==> config.mk <==
export PLATFORM = sky130hd
export DESIGN_NAME = jtag_lock_regbank_flat
export DESIGN_NICKNAME = d
export VERILOG_FILES = /design/src/rtl/jtag_lock_pkg.sv /design/src/rtl/jtag_lock_regbank_if.sv /design/src/rtl/jtag_lock_fsm.sv /design/src/rtl/jtag_lock_regbank.sv /design/src/flat_wrapper.sv
export SDC_FILE = /design/constraint.sdc
export NUM_CORES = 1
export LEC_CHECK = 0
export ABC_AREA = 1
export BUFFER_PORTS_ARGS = -buffer_cell sky130_fd_sc_hd__buf_2
export CORE_MARGIN = 4
export CORE_UTILIZATION = 49
export DETAILED_ROUTE_END_ITERATION = 8
export GPL_ROUTABILITY_DRIVEN = 0
export PLACE_DENSITY = 0.78
export SETUP_SLACK_MARGIN = 0.1
export SYNTH_ARGS = -nofsm -noshare
export SYNTH_HDL_FRONTEND = slang
export SYNTH_SLANG_ARGS = --single-unit
==> constraint.sdc <==
create_clock -name clk -period 1.65 [get_ports clk]
set_clock_uncertainty 0.2 [all_clocks]
set_input_delay 0.4125 -clock clk [delete_from_list [all_inputs] [get_ports clk]]
set_output_delay 0.4125 -clock clk [all_outputs]
set_load 0.005 [all_outputs]
==> src/rtl/jtag_lock_pkg.sv <==
// Shared types and helpers for the debug-lock register bank.
package jtag_lock_pkg;

  typedef enum logic [1:0] {
    LOCKED,
    CHECK,
    UNLOCKED,
    LOCKOUT
  } lock_state_t;

  function automatic int chsel_w(input int n);
    return (n > 1) ? $clog2(n) : 1;
  endfunction

endpackage

==> src/rtl/jtag_lock_regbank_if.sv <==
// Debug write path and unlock handshake bundle.
interface jtag_lock_regbank_if #(
  parameter int WIDTH  = 6,
  parameter int NUM_CH = 4
) ();
  localparam int CW = jtag_lock_pkg::chsel_w(NUM_CH);

  logic                    en;
  logic [CW-1:0]           ch_sel;
  logic [WIDTH-1:0]        write_data;
  logic                    unlock_req;
  logic [WIDTH-1:0]        unlock_key;
  logic                    relock;
  logic [NUM_CH*WIDTH-1:0] data;
  logic                    unlocked;
  logic                    locked_out;
  logic                    wr_err;

  modport master (
    output en, ch_sel, write_data,
    output unlock_req, unlock_key, relock,
    input  data, unlocked, locked_out, wr_err
  );

  modport slave (
    input  en, ch_sel, write_data,
    input  unlock_req, unlock_key, relock,
    output data, unlocked, locked_out, wr_err
  );
endinterface

==> src/rtl/jtag_lock_fsm.sv <==
// Debug-lock FSM with key compare; lockout with JTAG_LOCK_LOCKOUT_EN.
module jtag_lock_fsm
  import jtag_lock_pkg::*;
#(
  parameter int               WIDTH          = 6,
  parameter logic [WIDTH-1:0] UNLOCK_KEY     = 6'h2A,
  parameter int               MAX_FAIL       = 3,
  parameter int               LOCKOUT_CYCLES = 16
) (
  input  logic             clk,
  input  logic             reset,
  input  logic             unlock_req,
  input  logic [WIDTH-1:0] unlock_key,
  input  logic             relock,
  output lock_state_t      state,
  output logic             unlocked,
  output logic             locked_out
);

  lock_state_t      state_q, state_d;
  logic [WIDTH-1:0] key_q, key_d;
  logic             unl_q;

`ifdef JTAG_LOCK_LOCKOUT_EN
  localparam int FW = $clog2(MAX_FAIL + 1);
  localparam int TW = $clog2(LOCKOUT_CYCLES);
  localparam logic [FW-1:0] MF = FW'(MAX_FAIL);
  localparam logic [TW-1:0] TL = TW'(LOCKOUT_CYCLES - 1);

  logic [FW-1:0] fail_q, fail_d;
  logic [TW-1:0] tmr_q, tmr_d;
  logic          lko_q;
`endif

  always_comb begin
    state_d = state_q;
    key_d   = key_q;
`ifdef JTAG_LOCK_LOCKOUT_EN
    fail_d  = fail_q;
    tmr_d   = tmr_q;
`endif
    unique case (state_q)
      LOCKED: begin
        if (unlock_req) begin
          key_d   = unlock_key;
          state_d = CHECK;
        end
      end
      CHECK: begin
        if (key_q == UNLOCK_KEY) begin
          state_d = UNLOCKED;
`ifdef JTAG_LOCK_LOCKOUT_EN
          fail_d  = '0;
`endif
        end else begin
          state_d = LOCKED;
`ifdef JTAG_LOCK_LOCKOUT_EN
          fail_d = (fail_q == MF) ? fail_q : fail_q + 1'b1;
          if (fail_d == MF) begin
            state_d = LOCKOUT;
            tmr_d   = TL;
          end
`endif
        end
      end
      UNLOCKED: begin
        if (relock) state_d = LOCKED;
      end
      LOCKOUT: begin
`ifdef JTAG_LOCK_LOCKOUT_EN
        if (tmr_q == '0) begin
          state_d = LOCKED;
          fail_d  = '0;
        end else begin
          tmr_d = tmr_q - 1'b1;
        end
`else
        state_d = LOCKED;
`endif
      end
      default: state_d = LOCKED;
    endcase
  end

  always_ff @(posedge clk) begin
    if (reset) begin
      state_q <= LOCKED;
      key_q   <= '0;
      unl_q   <= 1'b0;
`ifdef JTAG_LOCK_LOCKOUT_EN
      fail_q  <= '0;
      tmr_q   <= '0;
      lko_q   <= 1'b0;
`endif
    end else begin
      state_q <= state_d;
      key_q   <= key_d;
      unl_q   <= (state_d == UNLOCKED);
`ifdef JTAG_LOCK_LOCKOUT_EN
      fail_q  <= fail_d;
      tmr_q   <= tmr_d;
      lko_q   <= (state_d == LOCKOUT);
`endif
    end
  end

  assign state    = state_q;
  assign unlocked = unl_q;
`ifdef JTAG_LOCK_LOCKOUT_EN
  assign locked_out = lko_q;
`else
  assign locked_out = 1'b0;
`endif

endmodule

==> src/rtl/jtag_lock_regbank.sv <==
// Lock-protected register bank; lockout via JTAG_LOCK_LOCKOUT_EN.
module jtag_lock_regbank #(
  parameter int               WIDTH          = 6,
  parameter int               NUM_CH         = 4,
  parameter logic [WIDTH-1:0] UNLOCK_KEY     = 6'h2A,
  parameter int               MAX_FAIL       = 3,
  parameter int               LOCKOUT_CYCLES = 16
) (
  input logic               clk,
  input logic               reset,
  jtag_lock_regbank_if.slave bus
);
  import jtag_lock_pkg::*;

  lock_state_t state;

  logic [NUM_CH-1:0][WIDTH-1:0] data_q, data_d;
  logic                         wr_err_q, wr_err_d;
  logic                         acc;

  jtag_lock_fsm #(
    .WIDTH         (WIDTH),
    .UNLOCK_KEY    (UNLOCK_KEY),
    .MAX_FAIL      (MAX_FAIL),
    .LOCKOUT_CYCLES(LOCKOUT_CYCLES)
  ) u_fsm (
    .clk       (clk),
    .reset     (reset),
    .unlock_req(bus.unlock_req),
    .unlock_key(bus.unlock_key),
    .relock    (bus.relock),
    .state     (state),
    .unlocked  (bus.unlocked),
    .locked_out(bus.locked_out)
  );

  // The write sees the pre-edge state, so relock+en still lands.
  always_comb begin
    data_d = data_q;
    acc    = bus.en && (state == UNLOCKED) &&
             (int'(bus.ch_sel) < NUM_CH);
    if (acc) data_d[bus.ch_sel] = bus.write_data;
    wr_err_d = bus.en && !acc;
  end

  always_ff @(posedge clk) begin
    if (reset) begin
      data_q   <= '0;
      wr_err_q <= 1'b0;
    end else begin
      data_q   <= data_d;
      wr_err_q <= wr_err_d;
    end
  end

  assign bus.data   = data_q;
  assign bus.wr_err = wr_err_q;

endmodule
==> src/flat_wrapper.sv <==
// flat-port wrapper written by rule: the top's interface ports become plain ports
module jtag_lock_regbank_flat import jtag_lock_pkg::*;
#(
  parameter int               WIDTH          = 6,
  parameter int               NUM_CH         = 4,
  parameter logic [WIDTH-1:0] UNLOCK_KEY     = 6'h2A,
  parameter int               MAX_FAIL       = 3,
  parameter int               LOCKOUT_CYCLES = 16
)
  (clk, reset, bus_en, bus_ch_sel, bus_write_data, bus_unlock_req, bus_unlock_key, bus_relock, bus_data, bus_unlocked, bus_locked_out, bus_wr_err);
  jtag_lock_regbank_if #(.WIDTH(WIDTH), .NUM_CH(NUM_CH)) bus_i ();
  input logic clk;
  input logic reset;
  input wire logic [$bits(bus_i.en)-1:0] bus_en;
  input wire logic [$bits(bus_i.ch_sel)-1:0] bus_ch_sel;
  input wire logic [$bits(bus_i.write_data)-1:0] bus_write_data;
  input wire logic [$bits(bus_i.unlock_req)-1:0] bus_unlock_req;
  input wire logic [$bits(bus_i.unlock_key)-1:0] bus_unlock_key;
  input wire logic [$bits(bus_i.relock)-1:0] bus_relock;
  output wire logic [$bits(bus_i.data)-1:0] bus_data;
  output wire logic [$bits(bus_i.unlocked)-1:0] bus_unlocked;
  output wire logic [$bits(bus_i.locked_out)-1:0] bus_locked_out;
  output wire logic [$bits(bus_i.wr_err)-1:0] bus_wr_err;
  assign bus_i.en = bus_en;
  assign bus_i.ch_sel = bus_ch_sel;
  assign bus_i.write_data = bus_write_data;
  assign bus_i.unlock_req = bus_unlock_req;
  assign bus_i.unlock_key = bus_unlock_key;
  assign bus_i.relock = bus_relock;
  assign bus_data = bus_i.data;
  assign bus_unlocked = bus_i.unlocked;
  assign bus_locked_out = bus_i.locked_out;
  assign bus_wr_err = bus_i.wr_err;
  jtag_lock_regbank #(.WIDTH(WIDTH), .NUM_CH(NUM_CH), .UNLOCK_KEY(UNLOCK_KEY), .MAX_FAIL(MAX_FAIL), .LOCKOUT_CYCLES(LOCKOUT_CYCLES)) u_core (.clk(clk), .reset(reset), .bus(bus_i));
endmodule
==> flow_summary.toml <==
[drt]
drt.antenna.violating_nets = 0
first_pass_iters = 4
drc = 0
wl_per_cell_um = 9.48
vias = 1199
drt-initial-drc-count = 43
viasPerCell = 4.39
routed_wl_mm = 2.59

[finish]
drive_above_1_share_pct = 27.7
fill_cells = 257
n_antenna_cell = 0
final_net_count = 260
stdcell_count = 273
areaGrowthSynthToFinish_pct = 20.9

[worst_setup_path]
reg2reg_from = "u_core.u_fsm.state[1]$_SDFF_PP0_"
crit_family = "flip-flops"
cp-start-kind = "flip-flop"
crit_arrival_ns = 0.83
required_ns = 1.04
rrSetupSlack_ns = 0.34
crit_path_start = "u_core.bus.data[13]$_SDFFE_PP0P_"
slowest_stage = "dfxtp_1"
worstPathMaxFanout = 2
crit_path_end_kind = "primary output"
crit_path_max_incr_delay_ns = 0.37
cp.buffers_inverters = 1
cp_cell_sequence = "buf_2"
critPathKind = "flip-flop to primary output"

[clocking]
postCtsHoldBufs = 0
cts_tree = "yes"
htreeDepth = 2
path_clk_slew_ns = 0.10
clk_path_buf_depth = 2
cts_resized = 0
root_buffer = "clkbuf_4"
clkSinkCount = 34
clk_latency_ns = 0.33
post_cts_buffers = 0
numCtsBuffers = 5

[min_path]
hp-class = "primary input to flip-flop"
min_from = "reset"

[floorplan]
die_w_um = 61.5
dieArea_sq_mm = 0.00378
fp.dieH_um = 61.5
io_pins = 46
initial_core_util_pct = 50.9
rows = 19
placeableCoreArea_sq_mm = 0.00276

[logic_synthesis]
syn_area_per_cell_sq_um = 7.12
synth_nets = 216
ys_warn_count = 0
ys_seq_area_share_pct = 48.5
yosysTopAreaCellShare_pct = 48.5
synthCells = 197
yosys-top-cells-area = "dfxtp_1, nand2_1, nor2_1"
ys_ff_latch = 34
syn_area_sq_mm = 0.00140
synth.largest_area_cell = "dfxtp_1"
ys_types = 16

[sta]
hold_violations = 0
period_minus_slack_ns = 1.44
hold_ws_ns = 0.0716
tns_ns = 0
maxSlewViolCount = 0
rsz0062_at_grt = "no"
setup_ws_ns = 0.209
setup_viol_count_final = 0
timing.final.crit_share_pct = 87.4
max_freq_mhz = 694

[place]
numPortBuffers = 44
place_hpwl_mm = 1.99
dp_slack_ns = 0.189
placed_cells = 265

[global_routing]
antenna_found_initial = 0
grtUsageTotal_pct = 15.1
grt_pass1_vias = 1026
globalRoute.totalOverflow = 0
grt_first_pass_wirelength_mm = 4.13
grt_max_degree = 26

[power]
power.total_uw = 1500
peakVddDrop_mv = 1.03
cellPowerDensity_mw_per_mm2 = 887
power.leakage_uw = 0.000855

[run]
drv_cap = 0

[status]
status = "complete, no violations"
## report_power, final
part / internal [uW] / total, uW / switching (uW)
clock network: 291 / 558 / 267
registers: 835 / 842 / 7.18
logic: 42.4 / 104 / 61.3
total: 1170 / 1500 / 336
## area by class of cell
type	instances	area [sq um]	share of cell area, %
Clock buffer	8	78.8	4.65
Inverter	16	60.1	3.54
Tap cell	31	38.8	2.29
Sequential cell	34	681	40.1
Timing Repair Buffer	45	240	14.2
Multi-Input combinational cell	139	597	35.2
## Yosys cell counts
library cell  number
a21oi_1            2
buf_2              1
nor2_4             4
inv_2              1
nor2_2             8
buf_4              1
dfxtp_1           34
nor2_1            57
nand3_4            1
buf_6              4
o21ai_0            6
conb_1             1
nand2_1           59
nand3_1            1
inv_1             15
buf_1              2
## state kept, by name, summed over array words and instances, names as in the netlist
name and flops:
u_core.bus.wr_err 1, u_core.u_fsm.unlocked 1, u_core.u_fsm.key_q 6, u_core.u_fsm.state 2
u_core.bus.data 24
## cell usage in the layout, fill, tap and decap left out, types with 2 or more instances in the layout
cell type  instances
inv_1             15
o21ai_0            6
buf_2             44
clkbuf_8           3
nor2_4             4
nor2_2             8
nor2_1            57
dfxtp_1           34
a21oi_1            2
clkbuf_4           5
nand2_1           59
## layer usage
metal | track usage, % | vias to the layer above | part of all wire (%)
met2 | 22.6 | 44 | 42
met5 | 0 | - | 0
met3 | 7.34 | 7 | 11
met4 | 6.97 | 0 | 2.5
met1 | 18.1 | 481 | 45
li1 | - | 667 | -
## per-stage QoR
stage          util [%]  cell area [sq um]
6_report           61.5               1700
5_1_grt            61.5               1700
4_1_cts            61.5               1700
3_5_place_dp       58.6               1620
3_3_place_gp       58.6               1620
2_1_floorplan         -               1400
## logic make-up after synthesis
| kind of cell | after synthesis | synth area share, % |
|---|---|---|
| AND/OR/NAND/NOR | 130 | 39.4 |
| buffers and inverters | 24 | 8.92 |
| other | 1 | 0.267 |
| AO/OA/AOI/OAI | 8 | 2.85 |
| flip-flops | 34 | 48.5 |
## path summary, 6_finish.rpt
check                                                        end  cells after the start
worst max-delay path                                bus_data[13]                      1
worst min-delay path            u_core.u_fsm.unlocked$_SDFF_PP0_                      2
worst max register to register  u_core.bus.data[16]$_SDFFE_PP0P_                      5
worst min register to register  u_core.bus.data[16]$_SDFFE_PP0P_                      2
Power figures use the tool's default switching activity.
